==> config.mk <==
export PLATFORM = sky130hd
export DESIGN_NAME = control_sequencer
export DESIGN_NICKNAME = d
export VERILOG_FILES = /design/src/rtl/ctrl_pkg.sv /design/src/rtl/opcode_decoder.sv /design/src/rtl/control_sequencer.sv
export SDC_FILE = /design/constraint.sdc
export NUM_CORES = 1
export LEC_CHECK = 0
export ABC_CLOCK_PERIOD_IN_PS = 2600
export BUFFER_PORTS_ARGS = -buffer_cell sky130_fd_sc_hd__clkbuf_2
export CELL_PAD_IN_SITES_DETAIL_PLACEMENT = 0
export CELL_PAD_IN_SITES_GLOBAL_PLACEMENT = 2
export CORE_ASPECT_RATIO = 1.1
export CORE_MARGIN = 4
export CORE_UTILIZATION = 21
export CTS_CLUSTER_DIAMETER = 50
export CTS_CLUSTER_SIZE = 28
export DETAILED_ROUTE_END_ITERATION = 16
export PLACE_DENSITY = 0.88
export SLEW_MARGIN = 20
export SYNTH_ARGS = -nofsm -noshare
export SYNTH_HDL_FRONTEND = slang
export SYNTH_HIERARCHICAL = 1
export SYNTH_SLANG_ARGS = --single-unit
==> constraint.sdc <==
create_clock -name clock -period 2.6 [get_ports clock]
set_clock_uncertainty 0.2 [all_clocks]
set_input_delay 0.26 -clock clock [delete_from_list [all_inputs] [get_ports clock]]
set_output_delay 0.26 -clock clock [all_outputs]
set_load 0.02 [all_outputs]
==> src/rtl/ctrl_pkg.sv <==
// Shared constants for the hardwired control unit: opcodes, ALU function codes,
// sequencer state encoding and instruction classes.
package ctrl_pkg;

    localparam int CTRL_OPCODE_W = 5;
    localparam int CTRL_ALU_OP_W = 5;

    localparam logic [CTRL_OPCODE_W-1:0] OP_ADD  = 5'd3;
    localparam logic [CTRL_OPCODE_W-1:0] OP_SUB  = 5'd4;
    localparam logic [CTRL_OPCODE_W-1:0] OP_AND  = 5'd5;
    localparam logic [CTRL_OPCODE_W-1:0] OP_OR   = 5'd6;
    localparam logic [CTRL_OPCODE_W-1:0] OP_ROR  = 5'd7;
    localparam logic [CTRL_OPCODE_W-1:0] OP_ROL  = 5'd8;
    localparam logic [CTRL_OPCODE_W-1:0] OP_SHR  = 5'd9;
    localparam logic [CTRL_OPCODE_W-1:0] OP_SHRA = 5'd10;
    localparam logic [CTRL_OPCODE_W-1:0] OP_SHL  = 5'd11;
    localparam logic [CTRL_OPCODE_W-1:0] OP_MUL  = 5'd15;
    localparam logic [CTRL_OPCODE_W-1:0] OP_DIV  = 5'd16;
    localparam logic [CTRL_OPCODE_W-1:0] OP_NEG  = 5'd17;
    localparam logic [CTRL_OPCODE_W-1:0] OP_NOT  = 5'd18;
    localparam logic [CTRL_OPCODE_W-1:0] OP_NOP  = 5'd26;
    localparam logic [CTRL_OPCODE_W-1:0] OP_HALT = 5'd27;

    localparam logic [CTRL_ALU_OP_W-1:0] ALU_NOP  = 5'd0;
    localparam logic [CTRL_ALU_OP_W-1:0] ALU_ADD  = 5'd1;
    localparam logic [CTRL_ALU_OP_W-1:0] ALU_SUB  = 5'd2;
    localparam logic [CTRL_ALU_OP_W-1:0] ALU_AND  = 5'd3;
    localparam logic [CTRL_ALU_OP_W-1:0] ALU_OR   = 5'd4;
    localparam logic [CTRL_ALU_OP_W-1:0] ALU_SHL  = 5'd5;
    localparam logic [CTRL_ALU_OP_W-1:0] ALU_SHR  = 5'd6;
    localparam logic [CTRL_ALU_OP_W-1:0] ALU_SHRA = 5'd7;
    localparam logic [CTRL_ALU_OP_W-1:0] ALU_ROL  = 5'd8;
    localparam logic [CTRL_ALU_OP_W-1:0] ALU_ROR  = 5'd9;
    localparam logic [CTRL_ALU_OP_W-1:0] ALU_MUL  = 5'd10;
    localparam logic [CTRL_ALU_OP_W-1:0] ALU_DIV  = 5'd11;
    localparam logic [CTRL_ALU_OP_W-1:0] ALU_NEG  = 5'd12;
    localparam logic [CTRL_ALU_OP_W-1:0] ALU_NOT  = 5'd13;

    typedef enum logic [3:0] {
        ST_IDLE,
        ST_T0,
        ST_T1,
        ST_T2,
        ST_T3,
        ST_T4,
        ST_T5,
        ST_T6,
        ST_HALT
    } state_t;

    typedef enum logic [2:0] {
        CLS_RTYPE,
        CLS_MULDIV,
        CLS_UNARY,
        CLS_NOP,
        CLS_HALT,
        CLS_ILLEGAL
    } op_class_t;

endpackage

==> src/rtl/opcode_decoder.sv <==
// Combinational opcode decode into instruction class and ALU function.
module opcode_decoder
    import ctrl_pkg::*;
(
    input  logic [CTRL_OPCODE_W-1:0] opcode,
    output op_class_t                op_class,
    output logic [CTRL_ALU_OP_W-1:0] alu_fn
);

    always_comb begin
        op_class = CLS_ILLEGAL;
        alu_fn   = ALU_NOP;
        case (opcode)
            OP_ADD:  begin op_class = CLS_RTYPE;  alu_fn = ALU_ADD;  end
            OP_SUB:  begin op_class = CLS_RTYPE;  alu_fn = ALU_SUB;  end
            OP_AND:  begin op_class = CLS_RTYPE;  alu_fn = ALU_AND;  end
            OP_OR:   begin op_class = CLS_RTYPE;  alu_fn = ALU_OR;   end
            OP_SHL:  begin op_class = CLS_RTYPE;  alu_fn = ALU_SHL;  end
            OP_SHR:  begin op_class = CLS_RTYPE;  alu_fn = ALU_SHR;  end
            OP_SHRA: begin op_class = CLS_RTYPE;  alu_fn = ALU_SHRA; end
            OP_ROL:  begin op_class = CLS_RTYPE;  alu_fn = ALU_ROL;  end
            OP_ROR:  begin op_class = CLS_RTYPE;  alu_fn = ALU_ROR;  end
            OP_MUL:  begin op_class = CLS_MULDIV; alu_fn = ALU_MUL;  end
            OP_DIV:  begin op_class = CLS_MULDIV; alu_fn = ALU_DIV;  end
            OP_NEG:  begin op_class = CLS_UNARY;  alu_fn = ALU_NEG;  end
            OP_NOT:  begin op_class = CLS_UNARY;  alu_fn = ALU_NOT;  end
            OP_NOP:  op_class = CLS_NOP;
            OP_HALT: op_class = CLS_HALT;
            default: op_class = CLS_ILLEGAL;
        endcase
    end

endmodule

==> src/rtl/control_sequencer.sv <==
// Hardwired fetch/execute control unit for the bus-based datapath.
// Optional CTRL_MEM_WAIT_EN: stretch T1 until mem_ready.
//
// state | meaning
// IDLE  | waiting for run
// T0    | PC -> MAR, Z <= PC+1
// T1    | Z -> PC, memory read into MDR
// T2    | MDR -> IR, class decided for the branch below
// T3-T6 | execute steps, content depends on instruction class
// HALT  | stopped until clear
module control_sequencer
    import ctrl_pkg::*;
#(
    parameter int OPCODE_W = CTRL_OPCODE_W,
    parameter int ALU_OP_W = CTRL_ALU_OP_W
) (
    input  logic                clock,
    input  logic                clear,
    input  logic                run,
    input  logic [31:0]         ir,
    input  logic                mem_ready,
    output logic                PCout,
    output logic                Zlowout,
    output logic                Zhighout,
    output logic                MDRout,
    output logic                MARin,
    output logic                PCin,
    output logic                MDRin,
    output logic                IRin,
    output logic                Yin,
    output logic                Zin,
    output logic                LOin,
    output logic                HIin,
    output logic                IncPC,
    output logic                Read,
    output logic                Gra,
    output logic                Grb,
    output logic                Grc,
    output logic                Rin,
    output logic                Rout,
    output logic [ALU_OP_W-1:0] alu_op,
    output logic                halted,
    output logic                illegal_op
);

    state_t                   state_q, state_d;
    op_class_t                dec_class;
    logic [CTRL_ALU_OP_W-1:0] dec_alu;
    logic [CTRL_OPCODE_W-1:0] opcode;
    logic                     illegal_d;
    logic                     t1_first;
    state_t                   end_next;

    logic unused_ir;
    assign unused_ir = ^ir[31-OPCODE_W:0];
    assign opcode    = CTRL_OPCODE_W'(ir[31 -: OPCODE_W]);

    opcode_decoder u_opcode_decoder (
        .opcode   (opcode),
        .op_class (dec_class),
        .alu_fn   (dec_alu)
    );

`ifdef CTRL_MEM_WAIT_EN
    // Set while T1 is being stretched, so PC is only reloaded on the first T1 cycle.
    logic t1_wait_q;
    always_ff @(posedge clock or posedge clear) begin
        if (clear) t1_wait_q <= 1'b0;
        else       t1_wait_q <= (state_q == ST_T1);
    end
    assign t1_first = ~t1_wait_q;
`else
    logic unused_mem_ready;
    assign unused_mem_ready = mem_ready;
    assign t1_first         = 1'b1;
`endif

    always_ff @(posedge clock or posedge clear) begin
        if (clear) begin
            state_q    <= ST_IDLE;
            illegal_op <= 1'b0;
        end else begin
            state_q    <= state_d;
            illegal_op <= illegal_d;
        end
    end

    assign end_next = run ? ST_T0 : ST_IDLE;

    always_comb begin
        state_d   = state_q;
        illegal_d = 1'b0;
        case (state_q)
            ST_IDLE: if (run) state_d = ST_T0;
            ST_T0:   state_d = ST_T1;
`ifdef CTRL_MEM_WAIT_EN
            ST_T1:   if (mem_ready) state_d = ST_T2;
`else
            ST_T1:   state_d = ST_T2;
`endif
            ST_T2: begin
                case (dec_class)
                    CLS_RTYPE, CLS_MULDIV, CLS_UNARY: state_d = ST_T3;
                    CLS_HALT:                         state_d = ST_HALT;
                    CLS_ILLEGAL: begin
                        illegal_d = 1'b1;
                        state_d   = end_next;
                    end
                    default:                          state_d = end_next;
                endcase
            end
            ST_T3:   state_d = ST_T4;
            ST_T4:   state_d = (dec_class == CLS_UNARY) ? end_next : ST_T5;
            ST_T5:   state_d = (dec_class == CLS_MULDIV) ? ST_T6 : end_next;
            ST_T6:   state_d = end_next;
            ST_HALT: state_d = ST_HALT;
            default: state_d = ST_IDLE;
        endcase
    end

    always_comb begin
        PCout    = 1'b0;
        Zlowout  = 1'b0;
        Zhighout = 1'b0;
        MDRout   = 1'b0;
        MARin    = 1'b0;
        PCin     = 1'b0;
        MDRin    = 1'b0;
        IRin     = 1'b0;
        Yin      = 1'b0;
        Zin      = 1'b0;
        LOin     = 1'b0;
        HIin     = 1'b0;
        IncPC    = 1'b0;
        Read     = 1'b0;
        Gra      = 1'b0;
        Grb      = 1'b0;
        Grc      = 1'b0;
        Rin      = 1'b0;
        Rout     = 1'b0;
        halted   = 1'b0;
        alu_op   = ALU_OP_W'(ALU_NOP);
        case (state_q)
            ST_T0: begin
                PCout = 1'b1;
                MARin = 1'b1;
                IncPC = 1'b1;
                Zin   = 1'b1;
            end
            ST_T1: begin
                Zlowout = t1_first;
                PCin    = t1_first;
                Read    = 1'b1;
                MDRin   = 1'b1;
            end
            ST_T2: begin
                MDRout = 1'b1;
                IRin   = 1'b1;
            end
            ST_T3: begin
                if (dec_class == CLS_RTYPE || dec_class == CLS_MULDIV) begin
                    Grb  = 1'b1;
                    Rout = 1'b1;
                    Yin  = 1'b1;
                end else if (dec_class == CLS_UNARY) begin
                    Grb    = 1'b1;
                    Rout   = 1'b1;
                    Zin    = 1'b1;
                    alu_op = ALU_OP_W'(dec_alu);
                end
            end
            ST_T4: begin
                if (dec_class == CLS_RTYPE || dec_class == CLS_MULDIV) begin
                    Grc    = 1'b1;
                    Rout   = 1'b1;
                    Zin    = 1'b1;
                    alu_op = ALU_OP_W'(dec_alu);
                end else if (dec_class == CLS_UNARY) begin
                    Zlowout = 1'b1;
                    Gra     = 1'b1;
                    Rin     = 1'b1;
                end
            end
            ST_T5: begin
                if (dec_class == CLS_RTYPE) begin
                    Zlowout = 1'b1;
                    Gra     = 1'b1;
                    Rin     = 1'b1;
                end else if (dec_class == CLS_MULDIV) begin
                    Zlowout = 1'b1;
                    LOin    = 1'b1;
                end
            end
            ST_T6: begin
                Zhighout = 1'b1;
                HIin     = 1'b1;
            end
            ST_HALT: halted = 1'b1;
            default: ;
        endcase
    end

endmodule

==> metrics.md <==
| Metric | Value |
|---|---|
| R2r setup slk | `between 0.9 and 1 ns` |
| Adder-Cell Fraction of Synth Area | `0%` |
| DPL Wire Length | `2020 um` |
| Fin. max-slew vios | `0` |
| CP max FO | `5` |
| Seq/Total Area, Yosys | `13.5%` |
| Mean number of vias per cell | `between 4 and 5` |
| Worst reg2reg path endpoint | `state_q[2]` |
| CP delay by family, top | `simple AND/OR/NAND/NOR gates` |
| Clock share of power | `15.0%` |
| Worst r2r path cells | `4` |
| Largest net degree at the start of global routing | `16` |
| Syn nets | `160` |
| CTS tree | `built` |
| VDD IR max | `0.147 mV` |
| Fillers | `469` |
| Slowest CP cell | `or3b_1` |
| CP Cell Sequence | `clkbuf_2 -> or3b_1 -> a211oi_2 -> nor3_2 -> or3b_4 -> a2111oi_4 -> buf_4 -> and2_4 -> buf_6` |
| Row count | `25` |
| Fin util | `31.4%` |
| Switching part of the total | `between 40 and 50%` |
| Port Buffer Count | `32` |
| Simple-Gate Fraction of Synth Area | `39.2%` |
| Layout cells sized above 1 | `a little under 50%` |
| GP Congestion | `0.768` |
| 1st-iter DRT viols | `64` |
| Power per Cell Area | `701 mW/mm^2` |
| EDFF count, synth | `0` |
| Avg Cell Area, Syn | `7.47 sq um` |
| Gate Count Post-Synth | `~120` |
| #FFs+latches synth | `5` |
| DRT Wirelength | `between 2000 and 3000 um` |
| CTS root buffer | `clkbuf_8` |
| Flop pwr share | `between 10% and 20%` |
| Yosys top cell by area | `dfrtp_1` |
| Final cycle utilization of the critical path | `107%` |
| DR vias | `between 1,000 and 1,500` |
| Failing checks | `negative setup slack` |
| CP Capture Type | `output pin` |
| First-pass GRT wire length | `4570 um` |
| Nets | `201` |
| Avg WL per Cell | `approximately 12 um` |
| Setup violators final | `6` |
| Fmax | `359 MHz` |
| Critical path arrival | `2.33 ns` |
| Clock Pin Slew Worst Setup and Hold Paths | `0.04 ns` |
| Dpl ws | `-0.165 ns` |
| Multiplexer share of the synthesized area | `under 10%` |
| Sink Count | `5` |
| FFs w/ async S/R, synth | `between 90% and 100%` |
| I/O pins | `62` |
| Die H | `77.6 um` |
| Synth Warn # | `6` |
| Startpoint types | `primary input` |
| Hold slack | `0.190 ns` |
| Worst-Skew Late Latency | `roughly 0.22 ns` |
| Status | `finished with violations` |
| Complex-gate fraction of the synthesized area | `23.8%` |
| CP bufs+invs | `3` |
| Commonest non-fill, non-tap cells in the layout | `25 x buf_4, 23 x clkbuf_2, 9 x nor2_1` |
| Top-area cell type share of the netlist area | `13.5%` |
| Final hold vios | `0` |
| Clock buffer depth | `2` |
| Ys flop type | `dfrtp_1` |
| CTS buffer count | `3` |
| Crit path kind | `primary input to output pin` |
| CTS HTree Levels | `1` |
| Req. time, crit path | `approximately 2.1 ns` |
| Die W | `a little over 70 um` |
| Switching power | `between 0.4 and 0.5 mW` |
| Most common cell after layout, fill and taps aside | `buf_4` |
| Int Pwr | `0.480 mW` |
| Synth area leaders | `dfrtp_1 14%, buf_4 7.3%, buf_6 4.9%` |
| Die Area | `about 0.0055 sq mm` |
| Slowest stage delay, CP | `0.42 ns` |
| Yosys cell types | `between 40 and 50` |
| # DRC | `0` |
| XOR/XNOR Fraction of Synth Area | `around 1.9%` |
| Antenna Nets Post-Route | `0` |
| Multi-input gate area | `668 sq um` |
| Max-Cap Viols | `0` |
| Combinational fraction of design power | `70.0%` |
| Area growth syn-to-layout | `45.4%` |
| RR Startpoint | `state_q[0]` |
| Initial antenna violation count | `0` |
| Mapped Area | `just over 900 sq um` |
| Max-slew headroom | `between 60% and 70%` |
| Drt first pass iters | `4` |
| Worst Setup SP | `ir[28]` |
| FF+latch area | `125 sq um` |
| Crit path to | `alu_op[0]` |
| Levels on crit path | `9` |
| Leakage power | `approximately 0.6 nW` |
| Min cycle time layout | `2.79 ns` |
| RSZ-0062 raised after global routing | `true` |
| Final setup margin | `-0.186 ns` |
| Diodes inserted | `0` |
| Worst Tran Pin Value | `0.581 ns` |
| Core area | `0.00429 sq mm` |
| Initial cell density of the core | `21.6%` |
| Largest family of logic cells by synthesized area | `simple AND/OR/NAND/NOR gates` |
| Vias in the first global route | `between 1,000 and 1,500` |
| Gr usage total | `under 10%` |
| Worst Hold Class | `primary input to flip-flop` |
| GRT overflow | `0` |
-- metrics by stage --
| stage | instances | instance area (sq um) | total power, mW | setup TNS [ns] |
|---|---|---|---|---|
| detailed placement | 210 | 1170 | 0.759 | -0.822 |
| CTS | 216 | 1260 | 0.927 | -0.739 |
| global placement | 210 | 1170 | 0.755 | -0.698 |
| global route | 218 | 1350 | 1.03 | -1.51 |
| floorplan | 124 | 935 | 0.621 | -0.123 |
| finish | 218 | 1350 | 0.944 | -0.986 |
-- cell families after synthesis --
logic type                Yosys count
AOI/OAI and AO/OA                  29
xor gates and xnor gates            2
buffers and inverters              29
DFF                                 5
muxes                               1
other                               1
and+or+nand+nor                    57
-- cell usage after synthesis, types with 4 or more instances --
library cell  instances
dfrtp_1               5
buf_2                 5
nor3b_1               6
nand2_1               4
inv_1                 7
and2_1                6
a21oi_1               7
nor2_1                9
o21ai_0               5
buf_6                 4
buf_4                 9
nor3_1                4
-- final cells by class --
class                           count  area share, %
Multi-Input combinational cell     90           49.6
Timing Repair Buffer               58           30.8
Inverter                            7           1.95
Sequential cell                     5           9.29
Tap cell                           54           5.02
Clock buffer                        4           3.35
-- power groups by stage --
| stage | sequential, mW | clock (mW) | combinational [mW] |
|---|---|---|---|
| after floorplan | 0.129 | 0 | 0.492 |
| after global placement | 0.141 | 0 | 0.615 |
| after detailed placement | 0.141 | 0 | 0.618 |
| after CTS | 0.140 | 0.145 | 0.642 |
| after global routing | 0.147 | 0.154 | 0.726 |
| final | 0.142 | 0.142 | 0.660 |
-- how the worst min path moves through the flow --
stage | cells past startpoint | startpoint | end
floorplan | 1 | clear | illegal_op
global placement | 2 | clear | illegal_op
detailed placement | 2 | clear | illegal_op
CTS | 3 | run | state_q[0]
global route | 3 | run | state_q[0]
finish | 3 | run | state_q[0]
-- state kept, by name (all words and copies together), names as in the netlist --
signal	count
illegal_op	1
state_q	4
-- what timing repair did --
item / CTS / global route
setup buffers: 1 / 2
pin swaps: 0 / 6
endpoints found under the setup margin: 6 / 10
endpoints found under the hold margin: 5 / 0
resized for setup: 8 / 25
hold buffers: 1 / 0
gates cloned: 0 / 0
-- routing by layer --
| layer | part of all wire [%] | vias up | GRT usage, % |
|---|---|---|---|
| li1 | - | 515 | - |
| met1 | 45 | 477 | 13.0 |
| met2 | 48 | 30 | 16.5 |
| met3 | 6.1 | 4 | 2.20 |
| met4 | 1.2 | 0 | 2.26 |
| met5 | 0 | - | 0 |
-- worst min-delay path: stages --
cell,delay [ns]
clkbuf_2,0.11
o2111ai_1,0.11
o311ai_0,0.09
Power figures use the tool's default switching activity.
